`src/rtl/point_pickup_scheduler.sv`:
```
// Collectible-point lifecycle: spawn request, on-screen hold, two-player pickup with
// alternating tie priority, saturating scores and respawn cooldown. Optional POINT_TIMEOUT_EN adds point expiry.
module point_pickup_scheduler #(
    parameter int POINT_SIZE    = 8,
    parameter int PLAYER_SIZE   = 16,
    parameter int RESPAWN_DELAY = 32,
    parameter int SCORE_W       = 8,
    parameter int POINT_TIMEOUT = 4096
) (
    input  logic               clk,
    input  logic               rst,
    input  logic               game_active,
    input  logic               score_clr,
    input  logic [9:0]         player1_x,
    input  logic [9:0]         player1_y,
    input  logic [9:0]         player2_x,
    input  logic [9:0]         player2_y,
    output logic               spawn_req,
    input  logic               spawn_ack,
    input  logic [9:0]         spawn_x,
    input  logic [9:0]         spawn_y,
    output logic               point_visible,
    output logic [9:0]         point_x,
    output logic [9:0]         point_y,
    output logic               pickup_p1,
    output logic               pickup_p2,
    output logic [SCORE_W-1:0] score1,
    output logic [SCORE_W-1:0] score2
);

    localparam int CD_W = (RESPAWN_DELAY > 1) ? $clog2(RESPAWN_DELAY + 1) : 1;
    localparam logic [CD_W-1:0] CD_LOAD = CD_W'(RESPAWN_DELAY);
    localparam logic [CD_W-1:0] CD_ONE  = CD_W'(1);
    localparam logic [10:0]     HIT_R   = 11'(POINT_SIZE + PLAYER_SIZE);
    localparam bit              NO_COOL = (RESPAWN_DELAY == 0);

    typedef enum logic [1:0] {
        S_IDLE,
        S_REQ,
        S_ACTIVE,
        S_COOL
    } state_t;

    state_t             r_state, w_state_nxt;
    logic               r_spawn_req, w_spawn_req_nxt;
    logic               r_vis, w_vis_nxt;
    logic [9:0]         r_px, w_px_nxt;
    logic [9:0]         r_py, w_py_nxt;
    logic               r_pk1, w_pk1_nxt;
    logic               r_pk2, w_pk2_nxt;
    logic [SCORE_W-1:0] r_s1, w_s1_nxt;
    logic [SCORE_W-1:0] r_s2, w_s2_nxt;
    logic [CD_W-1:0]    r_cd, w_cd_nxt;
    // r_prio low: player 1 wins the next tie; high: player 2 does
    logic               r_prio, w_prio_nxt;
    logic               w_win1;
    logic               w_expire;

    function automatic logic [10:0] abs_diff11(input logic [9:0] a, input logic [9:0] b);
        if (a >= b)
            return {1'b0, a} - {1'b0, b};
        return {1'b0, b} - {1'b0, a};
    endfunction

    function automatic logic [SCORE_W-1:0] sat_inc(input logic [SCORE_W-1:0] s);
        if (&s)
            return s;
        return s + SCORE_W'(1);
    endfunction

    logic [10:0] w_dx1, w_dy1, w_dx2, w_dy2;
    logic        w_hit1, w_hit2;

    assign w_dx1  = abs_diff11(r_px, player1_x);
    assign w_dy1  = abs_diff11(r_py, player1_y);
    assign w_dx2  = abs_diff11(r_px, player2_x);
    assign w_dy2  = abs_diff11(r_py, player2_y);
    assign w_hit1 = (w_dx1 <= HIT_R) && (w_dy1 <= HIT_R);
    assign w_hit2 = (w_dx2 <= HIT_R) && (w_dy2 <= HIT_R);

`ifdef POINT_TIMEOUT_EN
    localparam int AGE_W = $clog2(POINT_TIMEOUT + 1);
    logic [AGE_W-1:0] r_age;

    always_ff @(posedge clk) begin
        if (!rst || r_state != S_ACTIVE)
            r_age <= '0;
        else
            r_age <= r_age + AGE_W'(1);
    end

    assign w_expire = (r_age == AGE_W'(POINT_TIMEOUT - 1));
`else
    assign w_expire = 1'b0;
`endif

    always_comb begin
        w_state_nxt     = r_state;
        w_spawn_req_nxt = 1'b0;
        w_vis_nxt       = 1'b0;
        w_px_nxt        = r_px;
        w_py_nxt        = r_py;
        w_pk1_nxt       = 1'b0;
        w_pk2_nxt       = 1'b0;
        w_s1_nxt        = r_s1;
        w_s2_nxt        = r_s2;
        w_cd_nxt        = r_cd;
        w_prio_nxt      = r_prio;
        w_win1          = 1'b0;

        if (!game_active) begin
            w_state_nxt = S_IDLE;
        end else begin
            case (r_state)
                S_IDLE: begin
                    w_state_nxt     = S_REQ;
                    w_spawn_req_nxt = 1'b1;
                end
                S_REQ: begin
                    if (r_spawn_req && spawn_ack) begin
                        w_px_nxt    = spawn_x;
                        w_py_nxt    = spawn_y;
                        w_vis_nxt   = 1'b1;
                        w_state_nxt = S_ACTIVE;
                    end else begin
                        w_spawn_req_nxt = 1'b1;
                    end
                end
                S_ACTIVE: begin
                    if (w_hit1 || w_hit2 || w_expire) begin
                        if (w_hit1 || w_hit2) begin
                            w_win1     = (w_hit1 && w_hit2) ? ~r_prio : w_hit1;
                            w_pk1_nxt  = w_win1;
                            w_pk2_nxt  = ~w_win1;
                            w_prio_nxt = w_win1;
                            if (w_win1)
                                w_s1_nxt = sat_inc(r_s1);
                            else
                                w_s2_nxt = sat_inc(r_s2);
                        end
                        w_cd_nxt = CD_LOAD;
                        if (NO_COOL) begin
                            w_state_nxt     = S_REQ;
                            w_spawn_req_nxt = 1'b1;
                        end else begin
                            w_state_nxt = S_COOL;
                        end
                    end else begin
                        w_vis_nxt = 1'b1;
                    end
                end
                S_COOL: begin
                    w_cd_nxt = r_cd - CD_ONE;
                    if (r_cd == CD_ONE) begin
                        w_state_nxt     = S_REQ;
                        w_spawn_req_nxt = 1'b1;
                    end
                end
                default: w_state_nxt = S_IDLE;
            endcase
        end

        // Clear beats a same-edge pickup increment
        if (score_clr) begin
            w_s1_nxt = '0;
            w_s2_nxt = '0;
        end
    end

    always_ff @(posedge clk) begin
        if (!rst) begin
            r_state     <= S_IDLE;
            r_spawn_req <= 1'b0;
            r_vis       <= 1'b0;
            r_px        <= '0;
            r_py        <= '0;
            r_pk1       <= 1'b0;
            r_pk2       <= 1'b0;
            r_s1        <= '0;
            r_s2        <= '0;
            r_cd        <= '0;
            r_prio      <= 1'b0;
        end else begin
            r_state     <= w_state_nxt;
            r_spawn_req <= w_spawn_req_nxt;
            r_vis       <= w_vis_nxt;
            r_px        <= w_px_nxt;
            r_py        <= w_py_nxt;
            r_pk1       <= w_pk1_nxt;
            r_pk2       <= w_pk2_nxt;
            r_s1        <= w_s1_nxt;
            r_s2        <= w_s2_nxt;
            r_cd        <= w_cd_nxt;
            r_prio      <= w_prio_nxt;
        end
    end

    assign spawn_req     = r_spawn_req;
    assign point_visible = r_vis;
    assign point_x       = r_px;
    assign point_y       = r_py;
    assign pickup_p1     = r_pk1;
    assign pickup_p2     = r_pk2;
    assign score1        = r_s1;
    assign score2        = r_s2;

endmodule

```
`config.mk`:
```
export PLATFORM = sky130hd
export DESIGN_NAME = point_pickup_scheduler
export DESIGN_NICKNAME = d
export VERILOG_FILES = /design/src/rtl/point_pickup_scheduler.sv
export SDC_FILE = /design/constraint.sdc
export NUM_CORES = 1
export LEC_CHECK = 0
export ABC_AREA = 1
export ABC_CLOCK_PERIOD_IN_PS = 6550
export CORE_MARGIN = 2
export CORE_UTILIZATION = 25
export DETAILED_ROUTE_END_ITERATION = 16
export GPL_TIMING_DRIVEN = 0
export SLEW_MARGIN = 10
export SYNTH_ARGS = -nofsm -noshare
export SYNTH_HDL_FRONTEND = slang
export SYNTH_SLANG_ARGS = --single-unit
export TNS_END_PERCENT = 50
```
`constraint.sdc`:
```
create_clock -name clk -period 6.55 [get_ports clk]
set_clock_uncertainty 0.2 [all_clocks]
set_input_delay 1.31 -clock clk [delete_from_list [all_inputs] [get_ports clk]]
set_output_delay 1.31 -clock clk [all_outputs]
set_load 0.02 [all_outputs]
```
==> results.txt <==
CP max stage cell - clkdlybuf4s50_1
Final Critical Period - 4.59 ns
Worst Hold Class - register to register
pin count of the biggest net entering global routing - 19
Min Hold Slack - 0.288 ns
Gate Count Post-Synth - 1,447
first-pass GRT wire length - 41.1 mm
top-count cell post-synth - nand2_1
critical register-to-register path startpoint - point_x[4]$_SDFFE_PN0P_
CP Cell Sequence - clkdlybuf4s50_1, inv_1, ha_1, nand2_1, nor2_1, o21ai_1, nand2_1, nand2_1, nand2_2, nand2_1, nand2_1, nand3_1, nor2_1, nand2_1, nand2_1, nand2_1, clkinv_1, o21ai_2, nor2_4, nand3_1, a21oi_1
GP Congestion - 0.931
Die Span X - 181 µm
Worst Setup SP - player2_x[5]
vias in the first global route - 8,444
Area after DPL - 9340 µm²
register area share after synthesis - 0.126
Reg-to-Reg End - score1[7]$_SDFFE_PP0P_
total number of vias - 8,944
CTS tree - done
layout cells sized above 1 - 0.0391
Die H - 181 µm
Final HPWL DP - 21.3 mm
Final setup viols - 0
P_leak - 5.06 nW
IO Pins - 105
async set-reset flop share out of synthesis - 0
Final Hold Vio Count - 0
post-synthesis cell area - 7800 µm²
fin nets - 1,711
GRT overflow - 0
Mapped Nets - 1,600
row cnt - 64
RSZ-0062 raised after global routing - false
commonest cells in the netlist - nand2_1, inv_1, nand3_1
Worst-Margin Slew - 0.635 ns
H-tree depth - 2
flop-to-flop setup slack - 3.16 ns
r2r worst-path depth - 18
Die ar. - 32,600 µm²
Rel. slew slack - 0.577
core area - 30,700 µm²
WL/cell - 12.7 µm
Period Utilization, post-route - 0.700
synthesis-stage register bit count - 49
number of port buffers - 104
CTS root buf - clkbuf_16
Crit Path Class - input pin to register
CP top delay family - simple AND/OR/NAND/NOR gates
Worst setup SP type - input pin
cell mode on critical path - nand2_1
# hold bufs at CTS - 0
Synth Area per Inst - 5.39 µm²
crit path buf inv count - 3
Synth top area share - 0.261
maximum VDD drop - 93.6 µV
status - completed
antenna violation net count after detailed routing - 0
Yosys Warn Count - 0
Residual DRC - 0
crit end category - register
total setup buffers inserted after CTS - 0
total negative slack - 0 ns
CTS Sinks - 49
synth top area cells - nand2_1, ha_1, inv_1
Clk pin slew, worst setup/hold paths - 0.08 ns
Total Routed Length - 24.9 mm
Worst-Skew Late Latency - 0.31 ns
Worst Path Arrival - 4.62 ns
post-DR vias/cell - 4.57
critical path endpoint - score2[6]$_SDFFE_PP0P_
most common flop cell mapped by yosys - dfxtp_1
Slew Viols, Final - 0
total power draw - 0.996 mW
Initial Utilization - 0.254
fmax - 0.218 GHz
Power Density - 105 nW/µm²
P&R area growth vs syn - 21.7%
Synth area leader - nand2_1
total global-route track usage - 0.152
worst stage delay on the critical path - 0.51 ns
Required @ worst endpoint - 6.58 ns
initial antenna violation count - 1
CTS Buf Count - 5
Worst Path Max Fanout - 9
maxcap violations - 0
Yosys cell types - 40
EDFF count, synth - 0
Clock Tree Buf Depth - 2
DR pass1 iterations - 5
Initial DRC Count - 585
Final Instance Area - 9500 µm²
Crit. path cell count - 21
Post-CTS Resized - 0
[metal layers]
layer  wire (µm)  track usage
met1       11800        0.203
met5           0            0
met3        1220       0.0179
met2       11400        0.258
met4         530       0.0432
[cells by family after synthesis]
| kind of cell | count (synthesis) | share of synthesized area |
|---|---|---|
| xor gates and xnor gates | 21 | 0.0236 |
| adders and majority gates | 88 | 0.141 |
| buffers and inverters | 291 | 0.148 |
| DFF | 49 | 0.126 |
| and+or+nand+nor | 863 | 0.467 |
| AOI/OAI and AO/OA | 135 | 0.0949 |
[stage by stage]
step	worst slack, ns	util	cells
3_3_place_gp	1.69	0.305	1947
5_1_grt	1.64	0.310	1956
3_5_place_dp	1.65	0.305	1947
6_report	1.96	0.310	1956
2_1_floorplan	2.82	-	1447
4_1_cts	1.97	0.310	1955
[layout make-up]
class / instances / area (µm²)
well taps: 396 / 495
diodes: 1 / 2.50
clock buffers: 5 / 125
repair buffers: 104 / 1040
flip-flops and latches: 49 / 981
fillers: 3459 / 21200
clock inverters: 3 / 26.3
plain buffers: 21 / 143
inverters: 270 / 1010
multi-input cells: 1107 / 5670
[power breakdown]
group	internal [mW]	switching, mW	total (mW)	leakage, nW
clock network	0.146	0.138	0.285	0.0752
registers	0.302	0.00515	0.307	0.395
logic	0.154	0.251	0.405	4.59
total	0.602	0.394	0.996	5.06
[worst min-delay path by stage]
stage	slack, ns	end	cells after the start	startpoint
5_1_grt	0.30	r_cd[5]$_SDFFE_PN0P_	2	r_cd[5]$_SDFFE_PN0P_
3_5_place_dp	0.28	r_cd[5]$_SDFFE_PN0P_	2	r_cd[5]$_SDFFE_PN0P_
2_1_floorplan	0.26	r_cd[5]$_SDFFE_PN0P_	2	r_cd[5]$_SDFFE_PN0P_
3_3_place_gp	0.27	r_cd[5]$_SDFFE_PN0P_	2	r_cd[5]$_SDFFE_PN0P_
6_report	0.29	r_cd[5]$_SDFFE_PN0P_	2	r_cd[5]$_SDFFE_PN0P_
4_1_cts	0.29	r_cd[5]$_SDFFE_PN0P_	2	r_cd[5]$_SDFFE_PN0P_
[flip-flops by register name (all words and copies together), names as in the netlist]
register / cells
point_visible: 1
spawn_req: 1
score1: 8
pickup_p2: 1
score2: 8
r_state: 2
r_cd: 6
pickup_p1: 1
point_x: 10
r_prio: 1
point_y: 10
[worst register-to-register path, delay by kind of cell, from the launching register on]
| kind | cells | cell delay (ns) |
|---|---|---|
| AO/OA/AOI/OAI | 1 | 0.26 |
| adder cells (fa/ha/maj) | 1 | 0.36 |
| buffers and inverters | 2 | 0.23 |
| flip-flops | 1 | 0.43 |
| AND/OR/NAND/NOR | 14 | 1.81 |
[cells in the final DEF (no fill, tap or decap), types with 9 or more instances in the layout]
master	Yosys	final
nand2_1	542	542
inv_1	266	266
nand3_1	151	151
clkdlybuf4s50_1	0	104
nor2_1	97	97
ha_1	88	88
a21oi_1	82	82
dfxtp_1	49	49
o21ai_0	27	27
nand4_1	25	25
xor2_1	20	20
nor2_2	10	10
nand2_2	9	9
nor3_1	9	9
Power figures use the tool's default switching activity.
